--- src/rtl/eaglesong_absorb_stream_pkg.sv ---
// Shared types and helpers for the Eaglesong absorb stream.
// Covers the state word array, the absorb FSM encoding and the byte-to-state mapping.
package eaglesong_pkg;

  localparam int          RATE_WORDS_DEFAULT  = 8;
  localparam int          STATE_WORDS_DEFAULT = 16;
  localparam logic [7:0]  DELIM_DEFAULT       = 8'h06;

  typedef logic [STATE_WORDS_DEFAULT-1:0][31:0] state_t;

  typedef enum logic [1:0] {
    FILL      = 2'd0,
    PERM_WAIT = 2'd1,
    PAD       = 2'd2,
    DONE      = 2'd3
  } absorb_fsm_e;

  typedef struct packed {
    logic [15:0] word;
    logic [15:0] lsb;
  } byte_lane_t;

  // Byte p lands big-endian inside word p/4: byte 0 of a word is its top byte.
  function automatic byte_lane_t byte_lane(input int p);
    byte_lane_t l;
    l.word = 16'(p / 4);
    l.lsb  = 16'(24 - 8 * (p % 4));
    return l;
  endfunction

endpackage

--- src/rtl/eaglesong_absorb_stream_if.sv ---
// Message byte stream into the absorb engine (valid/ready with last and byte count).
interface eaglesong_absorb_stream_if #(
  parameter int IN_BYTES = 4
) ();
  logic                          in_valid;
  logic                          in_ready;
  logic [8*IN_BYTES-1:0]         in_data;
  logic                          in_last;
  logic [$clog2(IN_BYTES+1)-1:0] in_nbytes;

  modport master (output in_valid, in_data, in_last, in_nbytes, input in_ready);
  modport slave  (input in_valid, in_data, in_last, in_nbytes, output in_ready);
endinterface

--- src/rtl/eaglesong_absorb_stream_rate_inject.sv ---
// Combinational XOR of one beat of message bytes (plus optional delimiter) into the rate words.
module eaglesong_rate_inject
  import eaglesong_pkg::*;
#(
  parameter int         RATE_WORDS = RATE_WORDS_DEFAULT,
  parameter int         IN_BYTES   = 4,
  parameter int         CW         = 6,
  parameter int         NBW        = 3,
  parameter logic [7:0] DELIM      = DELIM_DEFAULT
) (
  input  logic [RATE_WORDS-1:0][31:0] rate_i,
  input  logic [CW-1:0]               cnt,
  input  logic [8*IN_BYTES-1:0]       data,
  input  logic [NBW-1:0]              nbytes,
  input  logic                        dlm_en,
  output logic [RATE_WORDS-1:0][31:0] rate_o
);
  localparam int RATE_BYTES = 4 * RATE_WORDS;

  logic [32*RATE_WORDS-1:0] mask;
  logic [CW-1:0]            dlm_pos;

  assign dlm_pos = cnt + CW'(nbytes);

  // Each rate byte position picks whichever beat byte (if any) maps onto it.
  for (genvar p = 0; p < RATE_BYTES; p++) begin : g_lane
    localparam byte_lane_t LN  = byte_lane(p);
    localparam int         OFS = 32 * int'(LN.word) + int'(LN.lsb);
    logic [7:0] x;

    always_comb begin
      x = '0;
      for (int k = 0; k < IN_BYTES; k++)
        if (NBW'(k) < nbytes && cnt + CW'(k) == CW'(p)) x = x ^ data[8*k +: 8];
      if (dlm_en && dlm_pos == CW'(p)) x = x ^ DELIM;
    end

    assign mask[OFS +: 8] = x;
  end

  assign rate_o = rate_i ^ mask;

endmodule

--- src/rtl/eaglesong_absorb_stream.sv ---
// Eaglesong absorb engine: streams message bytes into the rate, pads with the delimiter,
// and drives an external permutation core once per completed block.
module eaglesong_absorb_stream
  import eaglesong_pkg::*;
#(
  parameter int         IN_BYTES    = 4,
  parameter int         RATE_WORDS  = RATE_WORDS_DEFAULT,
  parameter int         STATE_WORDS = STATE_WORDS_DEFAULT,
  parameter logic [7:0] DELIM       = DELIM_DEFAULT
) (
  input  logic                         clk,
  input  logic                         rst,
  eaglesong_absorb_stream_if.slave     in_s,
  output logic                         perm_start,
  output logic [STATE_WORDS-1:0][31:0] perm_state_o,
  input  logic                         perm_done,
  input  logic [STATE_WORDS-1:0][31:0] perm_state_i,
  output logic                         out_valid,
  input  logic                         out_ready,
  output logic [STATE_WORDS-1:0][31:0] state_o
);
  localparam int RATE_BYTES = 4 * RATE_WORDS;
  localparam int CW         = $clog2(RATE_BYTES) + 1;
  localparam int NBW        = $clog2(IN_BYTES + 1);

  absorb_fsm_e                  fsm;
  logic [STATE_WORDS-1:0][31:0] st;
  logic [RATE_WORDS-1:0][31:0]  rate_new;
  logic [CW-1:0]                cnt, end_pos, inj_cnt;
  logic [NBW-1:0]               inj_nb;
  logic                         inj_dlm, final_q, pad_pending, in_ready_q;
  logic                         accept, blk_full;

  assign end_pos  = cnt + CW'(in_s.in_nbytes);
  assign blk_full = (end_pos == CW'(RATE_BYTES));
  assign accept   = in_s.in_valid && in_s.in_ready;

  // PAD reuses the injector as a zero-byte beat with the delimiter at position 0.
  always_comb begin
    inj_cnt = cnt;
    inj_nb  = in_s.in_nbytes;
    inj_dlm = in_s.in_last && !blk_full;
    if (fsm == PAD) begin
      inj_cnt = '0;
      inj_nb  = '0;
      inj_dlm = 1'b1;
    end
  end

  eaglesong_rate_inject #(
    .RATE_WORDS(RATE_WORDS),
    .IN_BYTES  (IN_BYTES),
    .CW        (CW),
    .NBW       (NBW),
    .DELIM     (DELIM)
  ) u_inject (
    .rate_i(st[RATE_WORDS-1:0]),
    .cnt   (inj_cnt),
    .data  (in_s.in_data),
    .nbytes(inj_nb),
    .dlm_en(inj_dlm),
    .rate_o(rate_new)
  );

  always_ff @(posedge clk) begin
    if (rst) begin
      fsm         <= FILL;
      st          <= '0;
      cnt         <= '0;
      final_q     <= 1'b0;
      pad_pending <= 1'b0;
      perm_start  <= 1'b0;
      out_valid   <= 1'b0;
      in_ready_q  <= 1'b1;
    end else begin
      perm_start <= 1'b0;
      case (fsm)
        FILL: begin
          if (accept) begin
            st[RATE_WORDS-1:0] <= rate_new;
            if (in_s.in_last || blk_full) begin
              cnt         <= '0;
              perm_start  <= 1'b1;
              in_ready_q  <= 1'b0;
              final_q     <= in_s.in_last && !blk_full;
              pad_pending <= in_s.in_last && blk_full;
              fsm         <= PERM_WAIT;
            end else begin
              cnt <= end_pos;
            end
          end
        end
        PERM_WAIT: begin
          if (perm_done) begin
            st <= perm_state_i;
            if (final_q) begin
              out_valid <= 1'b1;
              fsm       <= DONE;
            end else if (pad_pending) begin
              pad_pending <= 1'b0;
              fsm         <= PAD;
            end else begin
              in_ready_q <= 1'b1;
              fsm        <= FILL;
            end
          end
        end
        PAD: begin
          st[RATE_WORDS-1:0] <= rate_new;
          perm_start         <= 1'b1;
          final_q            <= 1'b1;
          fsm                <= PERM_WAIT;
        end
        DONE: begin
          if (out_ready) begin
            st         <= '0;
            cnt        <= '0;
            out_valid  <= 1'b0;
            in_ready_q <= 1'b1;
            fsm        <= FILL;
          end
        end
        default: fsm <= FILL;
      endcase
    end
  end

  // in_ready is forced low while reset is held so the reset cycle never accepts.
  assign in_s.in_ready = in_ready_q && !rst;
  assign perm_state_o  = st;
  assign state_o       = st;

endmodule
--- src/flat_wrapper.sv ---
// flat-port wrapper written by rule: the top's interface ports become plain ports
module eaglesong_absorb_stream_flat import eaglesong_pkg::*;
#(
  parameter int         IN_BYTES    = 4,
  parameter int         RATE_WORDS  = RATE_WORDS_DEFAULT,
  parameter int         STATE_WORDS = STATE_WORDS_DEFAULT,
  parameter logic [7:0] DELIM       = DELIM_DEFAULT
)
  (clk, rst, perm_start, perm_state_o, perm_done, perm_state_i, out_valid, out_ready, state_o, in_s_in_valid, in_s_in_data, in_s_in_last, in_s_in_nbytes, in_s_in_ready);
  eaglesong_absorb_stream_if #(.IN_BYTES(IN_BYTES)) in_s_i ();
  input  logic clk;
  input  logic rst;
  output logic perm_start;
  output logic [STATE_WORDS-1:0][31:0] perm_state_o;
  input  logic perm_done;
  input  logic [STATE_WORDS-1:0][31:0] perm_state_i;
  output logic out_valid;
  input  logic out_ready;
  output logic [STATE_WORDS-1:0][31:0] state_o;
  input wire logic [$bits(in_s_i.in_valid)-1:0] in_s_in_valid;
  input wire logic [$bits(in_s_i.in_data)-1:0] in_s_in_data;
  input wire logic [$bits(in_s_i.in_last)-1:0] in_s_in_last;
  input wire logic [$bits(in_s_i.in_nbytes)-1:0] in_s_in_nbytes;
  output wire logic [$bits(in_s_i.in_ready)-1:0] in_s_in_ready;
  assign in_s_i.in_valid = in_s_in_valid;
  assign in_s_i.in_data = in_s_in_data;
  assign in_s_i.in_last = in_s_in_last;
  assign in_s_i.in_nbytes = in_s_in_nbytes;
  assign in_s_in_ready = in_s_i.in_ready;
  eaglesong_absorb_stream #(.IN_BYTES(IN_BYTES), .RATE_WORDS(RATE_WORDS), .STATE_WORDS(STATE_WORDS), .DELIM(DELIM)) u_core (.clk(clk), .rst(rst), .in_s(in_s_i), .perm_start(perm_start), .perm_state_o(perm_state_o), .perm_done(perm_done), .perm_state_i(perm_state_i), .out_valid(out_valid), .out_ready(out_ready), .state_o(state_o));
endmodule
--- config.mk ---
export PLATFORM = sky130hd
export DESIGN_NAME = eaglesong_absorb_stream_flat
export DESIGN_NICKNAME = d
export VERILOG_FILES = /design/src/rtl/eaglesong_absorb_stream_pkg.sv /design/src/rtl/eaglesong_absorb_stream_if.sv /design/src/rtl/eaglesong_absorb_stream_rate_inject.sv /design/src/rtl/eaglesong_absorb_stream.sv /design/src/flat_wrapper.sv
export SDC_FILE = /design/constraint.sdc
export NUM_CORES = 2
export LEC_CHECK = 0
export CAP_MARGIN = 20
export CORE_AREA = 2 2 621 623
export DETAILED_ROUTE_END_ITERATION = 10
export DIE_AREA = 0 0 623 625
export GPL_TIMING_DRIVEN = 0
export PLACE_DENSITY = 0.36
export SLEW_MARGIN = 30
export SYNTH_ARGS = -nofsm -noshare
export SYNTH_HDL_FRONTEND = slang
export SYNTH_SLANG_ARGS = --single-unit
--- constraint.sdc ---
create_clock -name clk -period 4.3 [get_ports clk]
set_input_delay 1.075 -clock clk [delete_from_list [all_inputs] [get_ports clk]]
set_output_delay 1.075 -clock clk [all_outputs]
set_load 0.01 [all_outputs]
==> metrics.yaml <==
slew_violations: 0
yosysTopAreaCell: "dfxtp_1"
gr-max-usage-layer: "met2"
drive_gt1_frac: 0.178
yosys-top-cells-count: "nor2_1 (572), dfxtp_1 (525), buf_4 (518), a22oi_1 (331), a21oi_1 (322)"
cts_buffer_depth: 4
grt_usage: 0.222
timing.final.ws_setup_ns: -0.207
grt_pass1_wl_um: 552000
max_freq_mhz: 222
setup_viol: 10
seq_area_frac_synth: 0.298
worstSkewPairLatency_ns: 0.86
dieArea_sq_um: 389000
start_util: 0.0918
cp_slowest_cell: "o22ai_1"
cts_buffers: 83
crit_chain: "clkdlybuf4s50_1 > buf_2 > or2_2 > buf_2 > buf_2 > nand3_2 > o22ai_1 > xnor2_1 > o21ai_0 > o21ai_0 > nor2_1"
rows: 228
grt_pass1_vias: 44500
powerDensity_nw_per_um2: 301
drc_errors: 0
relSlewSlack: 0.251
cts_hold_buf: 0
vias_per_cell: 4.06
critPathBufInv: 4
crit-reg2reg-launch: "u_core.cnt[3]"
utilization: 0.163
cts_tree: "yes"
met2_usage: 0.398
end_kind: "register"
crit_family: "buffers and inverters"
cellLeakagePower_nw: 21.5
synth.most_common_cell: "nor2_1"
cp.arrival_ns: 5.23
die_w_um: 623
violations: "negative setup slack"
clock-root-buffer: "clkbuf_16"
portBuffers: 1572
dp_slack_ns: -2.03
hold-path-endpoint: "u_core.out_valid"
yosys_warnings: 0
tightestPinTransition_ns: 1.12
dominantRegCellSynth: "dfxtp_1"
synth.area.top_cells: "dfxtp_1 (30%), buf_4 (11%), xnor2_1 (7.4%), a22oi_1 (7.1%), nor2_1 (6.1%)"
ir_drop_v: 0.000250
status: "finished, violations left"
slowest_delay_ns: 0.97
critPathLaunchType: "input pin"
async_flop_share: 0
num-nets-final: 6821
power_mw: 18.8
min_from: "u_core.out_valid"
dpl.hpwl_um: 389000
ys_seq_elements: 525
hold-worst-slack_ns: 0.492
syn_area_sq_um: 35200
ff2ff_setup_slack_ns: -0.17
worstHoldPathType: "reg2reg"
path_class: "in2reg"
synth-edff-count: 0
gp_congestion: 1.01
grt-ovfl-total: 0
io_pins: 1580
syn_nets: 5081
syn_avg_cell_area_sq_um: 7.79
rr_worst_depth: 11
drt_wl_total_um: 453000
holdPathStages: 2
grt_use_met3: 0.0500
ant_nets: 0
synthDistinctLibCells: 83
die_h_um: 625
met1_usage: 0.235
initialDrtViolationCount: 4786
syn_to_final_growth_pct: 77.0
finClkSkew_ns: 0.0613
clock-sinks: 525
via_count: 46400
hold_viol: 0
critPathRequiredTime_ns: 5.02
syn_inst: 4522
antenna_found_initial: 125
core_area_sq_um: 384000
finalCritPeriodShare: 1.05
crit_top_cell: "buf_2"
crit_fanout: 10
maxCapViolCount: 0
grt_max_degree: 16
worstReg2RegEnd: "u_core.perm_state_o[110]"
finalCriticalPeriod_ns: 4.51
first_pass_iters: 9
htreeDepth: 3
clk_pin_slew_ns: 0.06
synth_top_area_frac: 0.298
tns_ns: -0.612
wire_per_inst_um: 39.7
[power by group]
group | internal [mW] | switching [mW]
registers | 5.17 | 0.683
logic | 2.54 | 3.03
clock network | 4.27 | 3.08
[stage by stage]
| step | cell area (sq um) | instances |
|---|---|---|
| floorplan | 35200 | 4522 |
| global placement | 57300 | 11200 |
| detailed placement | 58800 | 11200 |
| CTS | 62000 | 11400 |
| global route | 62300 | 11400 |
| finish | 62400 | 11400 |
[repair_timing]
action                     in CTS  in global routing
setup buffers                   7                 10
gates cloned                    0                  0
pin swaps                       6                 11
setup endpoints to repair     282                 80
gates resized for setup        79                 44
[worst reg2reg max path: stages (launching register included)]
cell	delay [ns]
dfxtp_1	0.31
buf_2	0.22
buf_2	0.32
nor2b_1	0.16
buf_2	0.35
nand3_2	0.60
clkbuf_1	0.60
o22ai_1	0.45
a21oi_1	0.11
o21ai_1	0.79
mux2i_1	0.28
o32ai_1	0.10
[how the worst max path moves through the flow]
stage	start	end	cells past startpoint
finish	in_s_in_nbytes[1]	u_core.perm_state_o[15]	11
CTS	in_s_in_nbytes[2]	u_core.perm_state_o[104]	10
detailed placement	in_s_in_nbytes[2]	u_core.perm_state_o[139]	12
floorplan	in_s_in_nbytes[1]	u_core.perm_state_o[145]	12
global placement	u_core.fsm[0]	u_core.perm_state_o[278]	9
global route	u_core.fsm[1]	u_core.perm_state_o[217]	17
[sequential cells by signal (all words and copies together) (netlist names)]
register,count
u_core.fsm,2
u_core.cnt,6
u_core.in_ready_q,1
u_core.perm_state_o,512
u_core.perm_start,1
u_core.final_q,1
u_core.pad_pending,1
u_core.out_valid,1
[per-layer routing]
| layer | wire length (um) | vias up |
|---|---|---|
| li1 | - | 19600 |
| met1 | 162000 | 23400 |
| met2 | 226000 | 2617 |
| met3 | 30200 | 709 |
| met4 | 33900 | 46 |
| met5 | 328 | - |
[cells in the final DEF (no fill, tap or decap), drive strengths merged, types with 11 or more instances in the layout]
| master | instances |
|---|---|
| clkdlybuf4s50 | 1571 |
| buf | 709 |
| mux2i | 11 |
| nor2b | 12 |
| a221oi | 65 |
| a211oi | 60 |
| a222oi | 49 |
| o211a | 30 |
| mux2 | 24 |
| o22ai | 281 |
| dfxtp | 525 |
| o32ai | 25 |
| nand2 | 123 |
| o31ai | 13 |
| a32oi | 14 |
| nor3 | 106 |
| a21oi | 324 |
| o21ai | 219 |
| and3 | 71 |
| nand3 | 91 |
| clkinv | 14 |
| a22oi | 331 |
| diode | 34 |
| a31oi | 16 |
| xor2 | 73 |
| xnor2 | 298 |
| clkbuf | 423 |
| and2 | 44 |
| o221ai | 17 |
| nand2b | 34 |
| nand4 | 41 |
| nor2 | 575 |
[layout make-up]
cell class | instances | area (sq um)
fillers | 43600 | 321000
clock inverters | 33 | 423
diodes | 34 | 85.1
repair buffers | 1658 | 16900
inverters | 5 | 20.0
multi-input cells | 3053 | 19900
well taps | 5060 | 6330
plain buffers | 936 | 5790
flip-flops and latches | 525 | 10500
clock buffers | 111 | 2350
[cell families after synthesis]
kind of cell,after synthesis,share of synthesized area
AO/OA/AOI/OAI,1502,0.284
XOR/XNOR,371,0.0930
adder cells (fa/ha/maj),7,0.00263
buffers and inverters,944,0.159
flip-flops,525,0.298
multiplexers,35,0.0108
AND/OR/NAND/NOR,1138,0.152
Note: power is estimated with default switching activity, not from simulation.
